[config.mk]
export PLATFORM = sky130hd
export DESIGN_NAME = comparator_n_bit
export DESIGN_NICKNAME = d
export VERILOG_FILES = /design/src/rtl/comparator_n_bit.sv
export SDC_FILE = /design/constraint.sdc
export NUM_CORES = 1
export LEC_CHECK = 0
export BUFFER_PORTS_ARGS = -buffer_cell sky130_fd_sc_hd__buf_2
export CORE_AREA = 2 2 39 41
export CTS_BUF_LIST = sky130_fd_sc_hd__clkbuf_8
export CTS_CLUSTER_DIAMETER = 50
export DETAILED_ROUTE_END_ITERATION = 7
export DIE_AREA = 0 0 41 43
export GPL_TIMING_DRIVEN = 0
export HOLD_SLACK_MARGIN = 0.1
export RECOVER_POWER = 50
export SYNTH_ARGS = -nofsm -noshare
export SYNTH_HDL_FRONTEND = slang
export SYNTH_SLANG_ARGS = --single-unit
[constraint.sdc]
create_clock -name clk -period 1.4 [get_ports clk]
set_clock_uncertainty 0.05 [all_clocks]
set_input_delay 0.07 -clock clk [delete_from_list [all_inputs] [get_ports clk]]
set_output_delay 0.07 -clock clk [all_outputs]
set_load 0.02 [all_outputs]
[src/rtl/comparator_n_bit.sv]
// comparator_n_bit: parameterised N-bit magnitude comparator with registered outputs.
//
// A compare is taken on every rising edge where in_valid is high; one clock later
// exactly one of Lesser/Greater/Equal is set and out_valid pulses for one cycle.
// When in_valid is low the flags hold and out_valid drops.
//
// Parameters:
//   N      - operand width in bits (1..64)
//   SIGNED - 0: unsigned operands, 1: two's-complement operands
//
// Ports:
//   clk       - rising-edge clock
//   rst       - asynchronous active-high reset; clears all outputs
//   in_valid  - qualifies A/B for a compare this cycle
//   A, B      - operands
//   Lesser    - registered, A < B
//   Greater   - registered, A > B
//   Equal     - registered, A == B (bitwise, independent of SIGNED)
//   Max, Min  - registered larger/smaller operand (only with COMPARATOR_MAXMIN_EN)
//   out_valid - registered one-cycle strobe marking a fresh result
//
// Optional feature: define COMPARATOR_MAXMIN_EN to add the Max/Min outputs.

module comparator_n_bit #(
  parameter int unsigned N      = 3,
  parameter bit          SIGNED = 1'b0
) (
  input  logic         clk,
  input  logic         rst,
  input  logic         in_valid,
  input  logic [N-1:0] A,
  input  logic [N-1:0] B,
  output logic         Lesser,
  output logic         Greater,
  output logic         Equal,
`ifdef COMPARATOR_MAXMIN_EN
  output logic [N-1:0] Max,
  output logic [N-1:0] Min,
`endif
  output logic         out_valid
);

  // Inverting the sign bit maps two's-complement order onto unsigned order,
  // so a single unsigned comparator serves both modes.
  logic [N-1:0] a_key;
  logic [N-1:0] b_key;
  logic         lt;
  logic         eq;
  logic         gt;

  always_comb begin
    a_key = A;
    b_key = B;
    if (SIGNED) begin
      a_key[N-1] = ~A[N-1];
      b_key[N-1] = ~B[N-1];
    end
    lt = (a_key < b_key);
    eq = (A == B);
    gt = ~lt & ~eq;
  end

  logic lesser_q;
  logic greater_q;
  logic equal_q;
  logic out_valid_q;

  always_ff @(posedge clk or posedge rst) begin
    if (rst) begin
      lesser_q    <= 1'b0;
      greater_q   <= 1'b0;
      equal_q     <= 1'b0;
      out_valid_q <= 1'b0;
    end else begin
      out_valid_q <= in_valid;
      if (in_valid) begin
        lesser_q  <= lt;
        greater_q <= gt;
        equal_q   <= eq;
      end
    end
  end

  assign Lesser    = lesser_q;
  assign Greater   = greater_q;
  assign Equal     = equal_q;
  assign out_valid = out_valid_q;

`ifdef COMPARATOR_MAXMIN_EN
  // On equality both outputs take A (A == B bitwise, so the choice is invisible).
  logic [N-1:0] max_d;
  logic [N-1:0] min_d;
  logic [N-1:0] max_q;
  logic [N-1:0] min_q;

  always_comb begin
    max_d = lt ? B : A;
    min_d = lt ? A : B;
    if (eq) begin
      max_d = A;
      min_d = A;
    end
  end

  always_ff @(posedge clk or posedge rst) begin
    if (rst) begin
      max_q <= '0;
      min_q <= '0;
    end else if (in_valid) begin
      max_q <= max_d;
      min_q <= min_d;
    end
  end

  assign Max = max_q;
  assign Min = min_q;
`endif

endmodule

# ---- After elaboration in Yosys (flattened, before gate mapping)
# Cells that the tools add are included.
dict set report totals {
  register_bits 4
  output_inout_bits 4
}
dict set report op_classes {
  n_lt_le_gt_ge 1
  n_eq_ne 1
  bitwise_logic 3
}
# operator n
set op_table {}
lappend op_table {{$eq A3 B3 Y1} 1}
lappend op_table {{$lt A3 B3 Y1} 1}
lappend op_table {{$not A1 Y1} 2}
lappend op_table {{$and A1 B1 Y1} 1}

# ---- Depth between registers and ports, before layout
# Gate-level depths: netlist of run 1.
dict set report depth {
  depth_word 3
  depth_mapped 5
}

# ---- Worst setup path after synthesis of run 1
# OpenSTA, ideal clock, no wires.
dict set report synth_timing {
  path_kind {in2reg}
  from {input B[2]}
  to {register lesser_q, in the netlist Lesser}
  setup_ns 0.125
  arrival_time_ns 0.840
  path_slack_ns 0.384
  cell_stages 5
  n_path_buf 0
  path_cell_list {inv_1 -> ha_1 -> nand2_1 -> o21a_1 -> mux2_4}
}
dict set report synth_via {
  elab_chain_cells 1
}
# element line_no
set synth_lines {}
lappend synth_lines {{start, declared} 32} ;# input logic [N-1:0] B,
lappend synth_lines {{$lt A3 B3 Y1} 58} ;# lt = (a_key < b_key);
lappend synth_lines {{end signal, assigned} 77} ;# lesser_q <= lt;
lappend synth_lines {{end, declared} 63} ;# logic lesser_q;
# Every way passes these cells.
# A chain may end at the register's enable or synchronous reset.

# ---- Final worst setup path of run 1
dict set report layout_timing {
  from {input in_valid}
  to {register lesser_q, in the netlist Lesser}
}
# element line_no
set layout_lines {}
lappend layout_lines {{start, declared} 30} ;# input logic in_valid,
# No word-level cell between the ends.

==> impl_metrics.py, run 1 <==
metrics = {
    "place": {
        "gp_congestion": 0.580,
        "portBuffers": 12,
        "dp.cells": 49,
        "dpl_cell_area_um2": 297,
    },
    "logic_synthesis": {
        "ys_top_cells_by_area": "dfrtp_1, ha_1, inv_1",
        "syn_nets": 33,
        "ys_seq_area_share_pct": 46.2,
        "syn_avg_cell_area_um2": 10.3,
        "ys_seq_elements": 4,
        "synth_area_um2": 216,
        "netlist.area_leader.share_pct": 46.2,
        "synth_top_area_cell": "dfrtp_1",
        "syn_inst": 21,
        "ys_warn_count": 0,
        "synth.distinct_cells": 10,
    },
    "pwr": {
        "p_clk_share_pct": 51.5,
        "power.internal_uw": 355,
        "leakagePower_uw": 0.000198,
        "p_switching_uw": 108,
        "p_seq_share_pct": 29.4,
        "powerDensity_nw_per_um2": 1300,
        "irDropWorstVdd_mv": 0.230,
        "pwr-share-comb_pct": 19.0,
        "p_sw_share_pct": 23.3,
    },
    "cts": {
        "worstSkewPairLatency_ns": 0.21,
        "cts_resized": 0,
        "cts_buffer_depth": 2,
        "hold_buffers": 2,
        "cts_tree": "done",
        "numCtsBuffers": 3,
        "clock-sinks": 4,
        "clock-root-buffer": "clkbuf_8",
        "cts_setup_buffers": 0,
        "cts_htree_levels": 1,
        "clk_pin_slew_worst_paths_ns": 0.03,
    },
    "critical_path": {
        "worstPathArrival_ns": 1.15,
        "cp-start-kind": "input port",
        "crit_path_max_fanout": 5,
        "worstSetupPathType": "input port to flop",
        "cp.required_ns": 1.45,
        "end_kind": "flop",
    },
    "finish": {
        "area.growth.synth_to_final_pct": 64.2,
        "fin_area_um2": 355,
        "layout-drive-gt1-share_pct": 36.8,
        "nNetsFinal": 52,
        "stdcell_count": 54,
        "antenna_cells": 0,
    },
    "floorplan": {
        "die_h_um": 43,
        "io_pins": 13,
        "placeableCoreArea_um2": 1380,
        "num_rows": 14,
        "start_util_pct": 15.6,
        "die_w_um": 41,
        "dieArea_um2": 1760,
    },
    "sta": {
        "report.final.slew_viol_count": 0,
        "rsz0062_at_grt": "no",
        "min_period_ns": 1.10,
        "fin_tns_setup_ns": 0,
        "hold_viol": 0,
        "worst_pin_slew_ns": 0.263,
        "fmax_mhz": 907,
        "slew_headroom_pct": 82.5,
        "period_share_pct": 78.8,
        "setup_violations": 0,
    },
    "detailed_routing": {
        "vias_per_cell": 3.76,
        "ant_nets": 0,
        "drt_iter0_markers": 0,
        "routedWlPerCell_um": 7.59,
        "drc": 0,
        "drtPass1Iterations": 1,
        "routed_wl_um": 410,
        "routed-via-count": 203,
    },
    "run_status": {
        "status": "completed",
    },
    "min_path": {
        "hold_class": "input port to async pin",
    },
    "global_route": {
        "grt_pass1_vias": 205,
        "grt_pass1_wl_um": 683,
        "grt_util_all_layers_pct": 6.61,
        "grt_max_degree": 6,
        "grt.overflow.total": 0,
        "antenna_found_initial": 0,
    },
    "job": {
        "cap_violations": 0,
    },
}
[synthesized netlist by cell type, drive strengths merged]
cell,instances
inv,6
o22ai,1
mux2i,1
dfrtp,4
o21a,1
a21oi,1
nand3,1
mux2,1
ha,3
nand2,2
[state kept, by name (all words and copies together), names as in the netlist]
register / cells
Equal: 1
out_valid: 1
Greater: 1
Lesser: 1
[placed cells by master (no fill, tap or decap)]
master	Yosys	layout
mux2i_1	1	1
inv_1	6	6
clkbuf_8	0	3
o22ai_1	1	1
a21oi_1	1	1
nand3_1	1	1
dlygate4sd3_1	0	2
ha_1	3	3
o21a_1	1	1
mux2_4	1	1
nand2_1	2	2
dfrtp_1	4	4
clkbuf_1	0	2
buf_2	0	10
[kinds of logic (layout without fill, tap and decap cells)]
| logic type | Yosys count | count (layout) | share of synthesized area, % |
|---|---|---|---|
| fa+ha+maj | 3 | 3 | 17.3 |
| mux | 2 | 2 | 11.6 |
| flops | 4 | 4 | 46.2 |
| simple gates | 3 | 3 | 5.78 |
| buf+inv | 6 | 23 | 10.4 |
| compound gates | 3 | 3 | 8.67 |
[final cells by class]
class,count,area (um^2)
clock buffer,3,41.3
fill,151,1030
inverter,6,22.5
multi-input combinational,11,93.8
sequential,4,100
tap,16,20.0
timing repair buffer,14,77.6
[metrics by stage]
step / hold WS [ns] / power (uW) / setup WS [ns] / utilization, %
final: 0.227 / 463 / 0.297 / 25.7
after global placement: -0.101 / 222 / 0.266 / 21.4
after detailed placement: -0.0888 / 225 / 0.256 / 21.4
after CTS: 0.232 / 473 / 0.396 / 25.9
after floorplan: -0.214 / 191 / 0.384 / -
after global routing: 0.257 / 494 / 0.226 / 25.7
[metal layers]
layer  vias up  wire length (um)  global-route usage (%)
li1        101                 -                       -
met1        85               150                    5.10
met2        14               178                    9.06
met3         3                58                    3.14
met4         0                22                    10.0
met5         -                 0                       0
[path summary, 6_finish.rpt]
check	endpoint	cells past startpoint	slack [ns]	startpoint
worst max-delay path	Lesser$_DFFE_PP0P_	3	0.30	in_valid
worst min-delay path	Equal$_DFFE_PP0P_	3	0.23	rst
worst max register to register	Lesser$_DFFE_PP0P_	1	0.60	Lesser$_DFFE_PP0P_
worst min register to register	Lesser$_DFFE_PP0P_	1	0.46	Lesser$_DFFE_PP0P_
max in group asynchronous	Lesser$_DFFE_PP0P_	3	0.92	rst
min in group clk	Equal$_DFFE_PP0P_	4	0.28	B[0]
[power groups by stage]
stage               clock network, uW  registers (uW)  logic [uW]
CTS                               245             137        91.1
global placement                    0             137        84.4
detailed placement                  0             138        86.5
finish                            238             136        88.0
floorplan                           0             155        35.1
global route                      255             139         100
[critical path: stages]
cell	delay [ns]
dlygate4sd3_1	0.52
clkbuf_1	0.23
mux2_4	0.32
Power figures use the tool's default switching activity.
==> run 2: changes to the inputs <==
==> constraint.sdc (replaced) <==
create_clock -name clk -period 1.15 [get_ports clk]
set_clock_uncertainty 0.05 [all_clocks]
set_input_delay 0.0575 -clock clk [delete_from_list [all_inputs] [get_ports clk]]
set_output_delay 0.0575 -clock clk [all_outputs]
set_load 0.02 [all_outputs]
==> run 2 against run 1 <==
Combinational power increased by 23%. Critical path type unchanged. Critical path depth unchanged. Routed wire length increased by 0.49%. First-iteration DRC count unchanged. Sequential power increased by 22%. Sequential share of layout area decreased by 0.099 points. Largest power group unchanged. Power increased by 22%. Global-route usage unchanged. Worst setup slack got worse by 0.14 ns.
==> impl_metrics.py, run 2 (synthesis results as in run 1) <==
metrics = {
    "run_status": {
        "status": "completed",
    },
    "detailed_routing": {
        "drtPass1Iterations": 1,
        "ant_nets": 0,
        "routedWlPerCell_um": 7.63,
        "routed-via-count": 203,
        "routed_wl_um": 412,
        "drt_iter0_markers": 0,
        "vias_per_cell": 3.76,
        "drc": 0,
    },
    "cts": {
        "worstSkewPairLatency_ns": 0.21,
        "cts_buffer_depth": 2,
        "clk_pin_slew_worst_paths_ns": 0.03,
        "numCtsBuffers": 3,
        "hold_buffers": 2,
        "clock-root-buffer": "clkbuf_8",
        "clock-sinks": 4,
        "cts_tree": "done",
        "cts_resized": 0,
        "cts_htree_levels": 1,
        "cts_setup_buffers": 0,
    },
    "critical_path": {
        "r2r-start": "Lesser$_DFFE_PP0P_",
        "r2r_cells": 1,
        "worstSetupPathType": "input port to flop",
        "cp.required_ns": 1.20,
        "r2r_slack_ns": 0.35,
        "cp-start-kind": "input port",
        "crit_path_max_fanout": 5,
        "r2r_end": "Lesser$_DFFE_PP0P_",
        "end_kind": "flop",
        "worstPathArrival_ns": 1.04,
    },
    "floorplan": {
        "num_rows": 14,
        "dieArea_um2": 1760,
        "die_h_um": 43,
        "start_util_pct": 15.6,
        "die_w_um": 41,
        "placeableCoreArea_um2": 1380,
        "io_pins": 13,
    },
    "global_route": {
        "antenna_found_initial": 0,
        "grt_pass1_wl_um": 683,
        "grt_max_degree": 6,
        "grt.overflow.total": 0,
        "grt_util_all_layers_pct": 6.61,
        "grt_pass1_vias": 205,
    },
    "pwr": {
        "leakagePower_uw": 0.000201,
        "p_total_uw": 564,
        "irDropWorstVdd_mv": 0.280,
        "powerDensity_nw_per_um2": 1580,
    },
    "min_path": {
        "hold_class": "input port to async pin",
    },
    "sta": {
        "period_share_pct": 86.3,
        "report.final.slew_viol_count": 0,
        "fmax_mhz": 1010,
        "slew_headroom_pct": 83.6,
        "setup_violations": 0,
        "hold_slack_ns": 0.214,
        "min_period_ns": 0.992,
        "fin_tns_setup_ns": 0,
        "layout_setup_ws_ns": 0.158,
        "hold_viol": 0,
        "worst_pin_slew_ns": 0.247,
        "rsz0062_at_grt": "no",
    },
    "finish": {
        "final_common_cell": "buf_2",
        "final_cell_mix": "buf_2, inv_1, dfrtp_1",
        "nNetsFinal": 52,
        "antenna_cells": 0,
        "layout-drive-gt1-share_pct": 39.5,
        "area.growth.synth_to_final_pct": 64.7,
    },
    "job": {
        "cap_violations": 0,
    },
    "place": {
        "pre_cts_slack_ns": 0.0190,
        "portBuffers": 12,
        "gp_congestion": 0.580,
    },
}
-- run 2: cell types whose count changed in the layout (fill, tap and decap cells not counted), sizes merged --
cell / before / now
clkbuf: 5 / 4
buf: 10 / 11
-- run 2: routing by layer --
metal  global-route usage, %  vias to the layer above  routed length, um
met1                    5.10                       85                152
met2                    9.06                       14                178
li1                        -                      101                  -
met4                    10.0                        0                 22
met5                       0                        -                  0
met3                    3.14                        3                 58
-- run 2: worst max-delay path by stage --
stage	cells after the start	end	slack, ns	from
after global routing	3	Lesser$_DFFE_PP0P_	0.11	in_valid
after CTS	3	Lesser$_DFFE_PP0P_	0.16	in_valid
final	3	Lesser$_DFFE_PP0P_	0.16	in_valid
after detailed placement	6	Lesser$_DFFE_PP0P_	0.02	B[2]
after global placement	5	Lesser$_DFFE_PP0P_	0.03	A[2]
after floorplan	5	Lesser$_DFFE_PP0P_	0.15	B[2]
-- run 2: area by class of cell --
| class | count | area, um^2 |
|---|---|---|
| Tap cell | 16 | 20.0 |
| Multi-Input combinational cell | 11 | 93.8 |
| Timing Repair Buffer | 14 | 78.8 |
| Clock buffer | 3 | 41.3 |
| Inverter | 6 | 22.5 |
| Sequential cell | 4 | 100 |
| Fill cell | 150 | 1030 |
-- run 2: report_power, final --
part	switching (uW)	internal (uW)
Combinational	56.6	51.0
Sequential	7.13	159
Clock	67.7	223
-- run 2: critical path, cell delays in order --
cell           delay, ns
dlygate4sd3_1       0.51
buf_2               0.16
mux2_4              0.30
-- run 2: stage by stage --
step           instance area [um^2]  utilization [%]  cells
2_1_floorplan                   216                -     21
3_3_place_gp                    297             21.4     49
3_5_place_dp                    297             21.4     49
4_1_cts                         358             25.9     54
5_1_grt                         357             25.8     54
6_report                        357             25.8     54
==> run 3: changes to the inputs <==
--- a/config.mk
+++ b/config.mk
@@ -13,6 +13,7 @@
 export DIE_AREA = 0 0 41 43
 export GPL_TIMING_DRIVEN = 0
 export HOLD_SLACK_MARGIN = 0.1
+export PLACE_DENSITY = 0.33
 export RECOVER_POWER = 50
 export SYNTH_ARGS = -nofsm -noshare
 export SYNTH_HDL_FRONTEND = slang
==> run 3 against run 2 <==
Cell count unchanged. Worst hold slack about the same. Combinational power about the same. Routed wire length up 3.6%. Count of clock-buffer cells in the layout unchanged. Sequential share of layout area unchanged. Non-clock buffer count unchanged. Largest cell class unchanged.
==> impl_metrics.py, run 3 (synthesis results as in run 1) <==
metrics = {
    "floorplan": {
        "die_h_um": 43,
        "num_rows": 14,
        "io_pins": 13,
        "dieArea_um2": 1760,
        "placeableCoreArea_um2": 1380,
        "die_w_um": 41,
        "start_util_pct": 15.6,
    },
    "critical_path": {
        "end_kind": "flop",
        "cp-start-kind": "input port",
        "r2r-start": "Lesser$_DFFE_PP0P_",
        "worstPathArrival_ns": 1.05,
        "crit_path_start": "in_valid",
        "crit_path_max_fanout": 5,
        "cp.required_ns": 1.19,
        "r2r_slack_ns": 0.35,
        "worstSetupPathType": "input port to flop",
        "r2r_cells": 1,
    },
    "pwr": {
        "irDropWorstVdd_mv": 0.301,
        "leakagePower_uw": 0.000201,
        "powerDensity_nw_per_um2": 1580,
    },
    "place": {
        "dp_hpwl_um": 356,
        "pre_cts_slack_ns": 0.0157,
        "gp_congestion": 0.572,
        "portBuffers": 12,
        "dp.cells": 49,
    },
    "sta": {
        "fin_tns_setup_ns": 0,
        "hold_viol": 0,
        "fmax_mhz": 991,
        "layout_setup_ws_ns": 0.141,
        "min_period_ns": 1.01,
        "worst_pin_slew_ns": 0.253,
        "setup_violations": 0,
        "report.final.slew_viol_count": 0,
        "slew_headroom_pct": 83.2,
        "period_share_pct": 87.7,
        "rsz0062_at_grt": "no",
        "hold_slack_ns": 0.214,
    },
    "global_route": {
        "grt_max_degree": 6,
        "antenna_found_initial": 0,
        "grt.overflow.total": 0,
        "grt_pass1_wl_um": 765,
        "grt_pass1_vias": 213,
        "grt_util_all_layers_pct": 6.53,
    },
    "cts": {
        "cts_tree": "done",
        "clock-root-buffer": "clkbuf_8",
        "cts_resized": 0,
        "cts_buffer_depth": 2,
        "hold_buffers": 2,
        "clock-sinks": 4,
        "worstSkewPairLatency_ns": 0.21,
        "numCtsBuffers": 3,
        "cts_setup_buffers": 0,
        "clk_pin_slew_worst_paths_ns": 0.03,
        "cts_htree_levels": 1,
    },
    "finish": {
        "nNetsFinal": 52,
        "layout-drive-gt1-share_pct": 39.5,
        "final_cell_mix": "buf_2, inv_1, dfrtp_1",
        "antenna_cells": 0,
        "final_common_cell": "buf_2",
        "n_fill_cell": 159,
        "stdcell_count": 54,
        "area.growth.synth_to_final_pct": 64.7,
    },
    "detailed_routing": {
        "ant_nets": 0,
        "routedWlPerCell_um": 7.91,
        "drc": 0,
        "routed_wl_um": 427,
        "drt_iter0_markers": 3,
        "routed-via-count": 199,
        "vias_per_cell": 3.69,
        "drtPass1Iterations": 2,
    },
    "min_path": {
        "hold_class": "input port to async pin",
    },
    "run_status": {
        "status": "completed",
    },
    "job": {
        "cap_violations": 0,
    },
}
-- run 3: cell counts in the layout (fill, tap and decap cells not counted) --
No cell type changed its count.
-- run 3: power breakdown --
part / internal, uW / switching (uW) / total [uW]
clock network: 222 / 65.4 / 288
registers: 159 / 8.10 / 167
logic: 51.0 / 56.9 / 108
-- run 3: worst paths after layout --
| path | to |
|---|---|
| worst max-delay path | Lesser$_DFFE_PP0P_ |
| worst min-delay path | Equal$_DFFE_PP0P_ |
| worst max register to register | Lesser$_DFFE_PP0P_ |
| worst min register to register | Lesser$_DFFE_PP0P_ |
| max in group asynchronous | Greater$_DFFE_PP0P_ |
| min in group clk | Greater$_DFFE_PP0P_ |
-- run 3: per-layer routing --
metal,vias to the layer above,GRT usage [%],share of wire (%)
li1,101,-,-
met1,87,7.40,43
met2,11,9.38,45
met3,0,0,12
met4,0,8.00,0
met5,-,0,0
-- run 3: layout make-up --
class / count / area [um^2] / share of cell area (%)
Sequential cell: 4 / 100 / 28.1
Clock buffer: 3 / 41.3 / 11.6
Multi-Input combinational cell: 11 / 93.8 / 26.3
Inverter: 6 / 22.5 / 6.32
Timing Repair Buffer: 14 / 78.8 / 22.1
Tap cell: 16 / 20.0 / 5.61
-- run 3: worst max-delay path: stages --
cell and delay (ns):
dlygate4sd3_1 0.53, buf_2 0.16, mux2_4 0.30
-- run 3: per-stage QoR --
step | power [uW] | area, um^2 | utilization [%]
final | 563 | 357 | 25.8
after detailed placement | 273 | 297 | 21.4
after CTS | 576 | 358 | 25.9
after global routing | 589 | 357 | 25.8
after floorplan | 232 | 216 | -
after global placement | 270 | 297 | 21.4
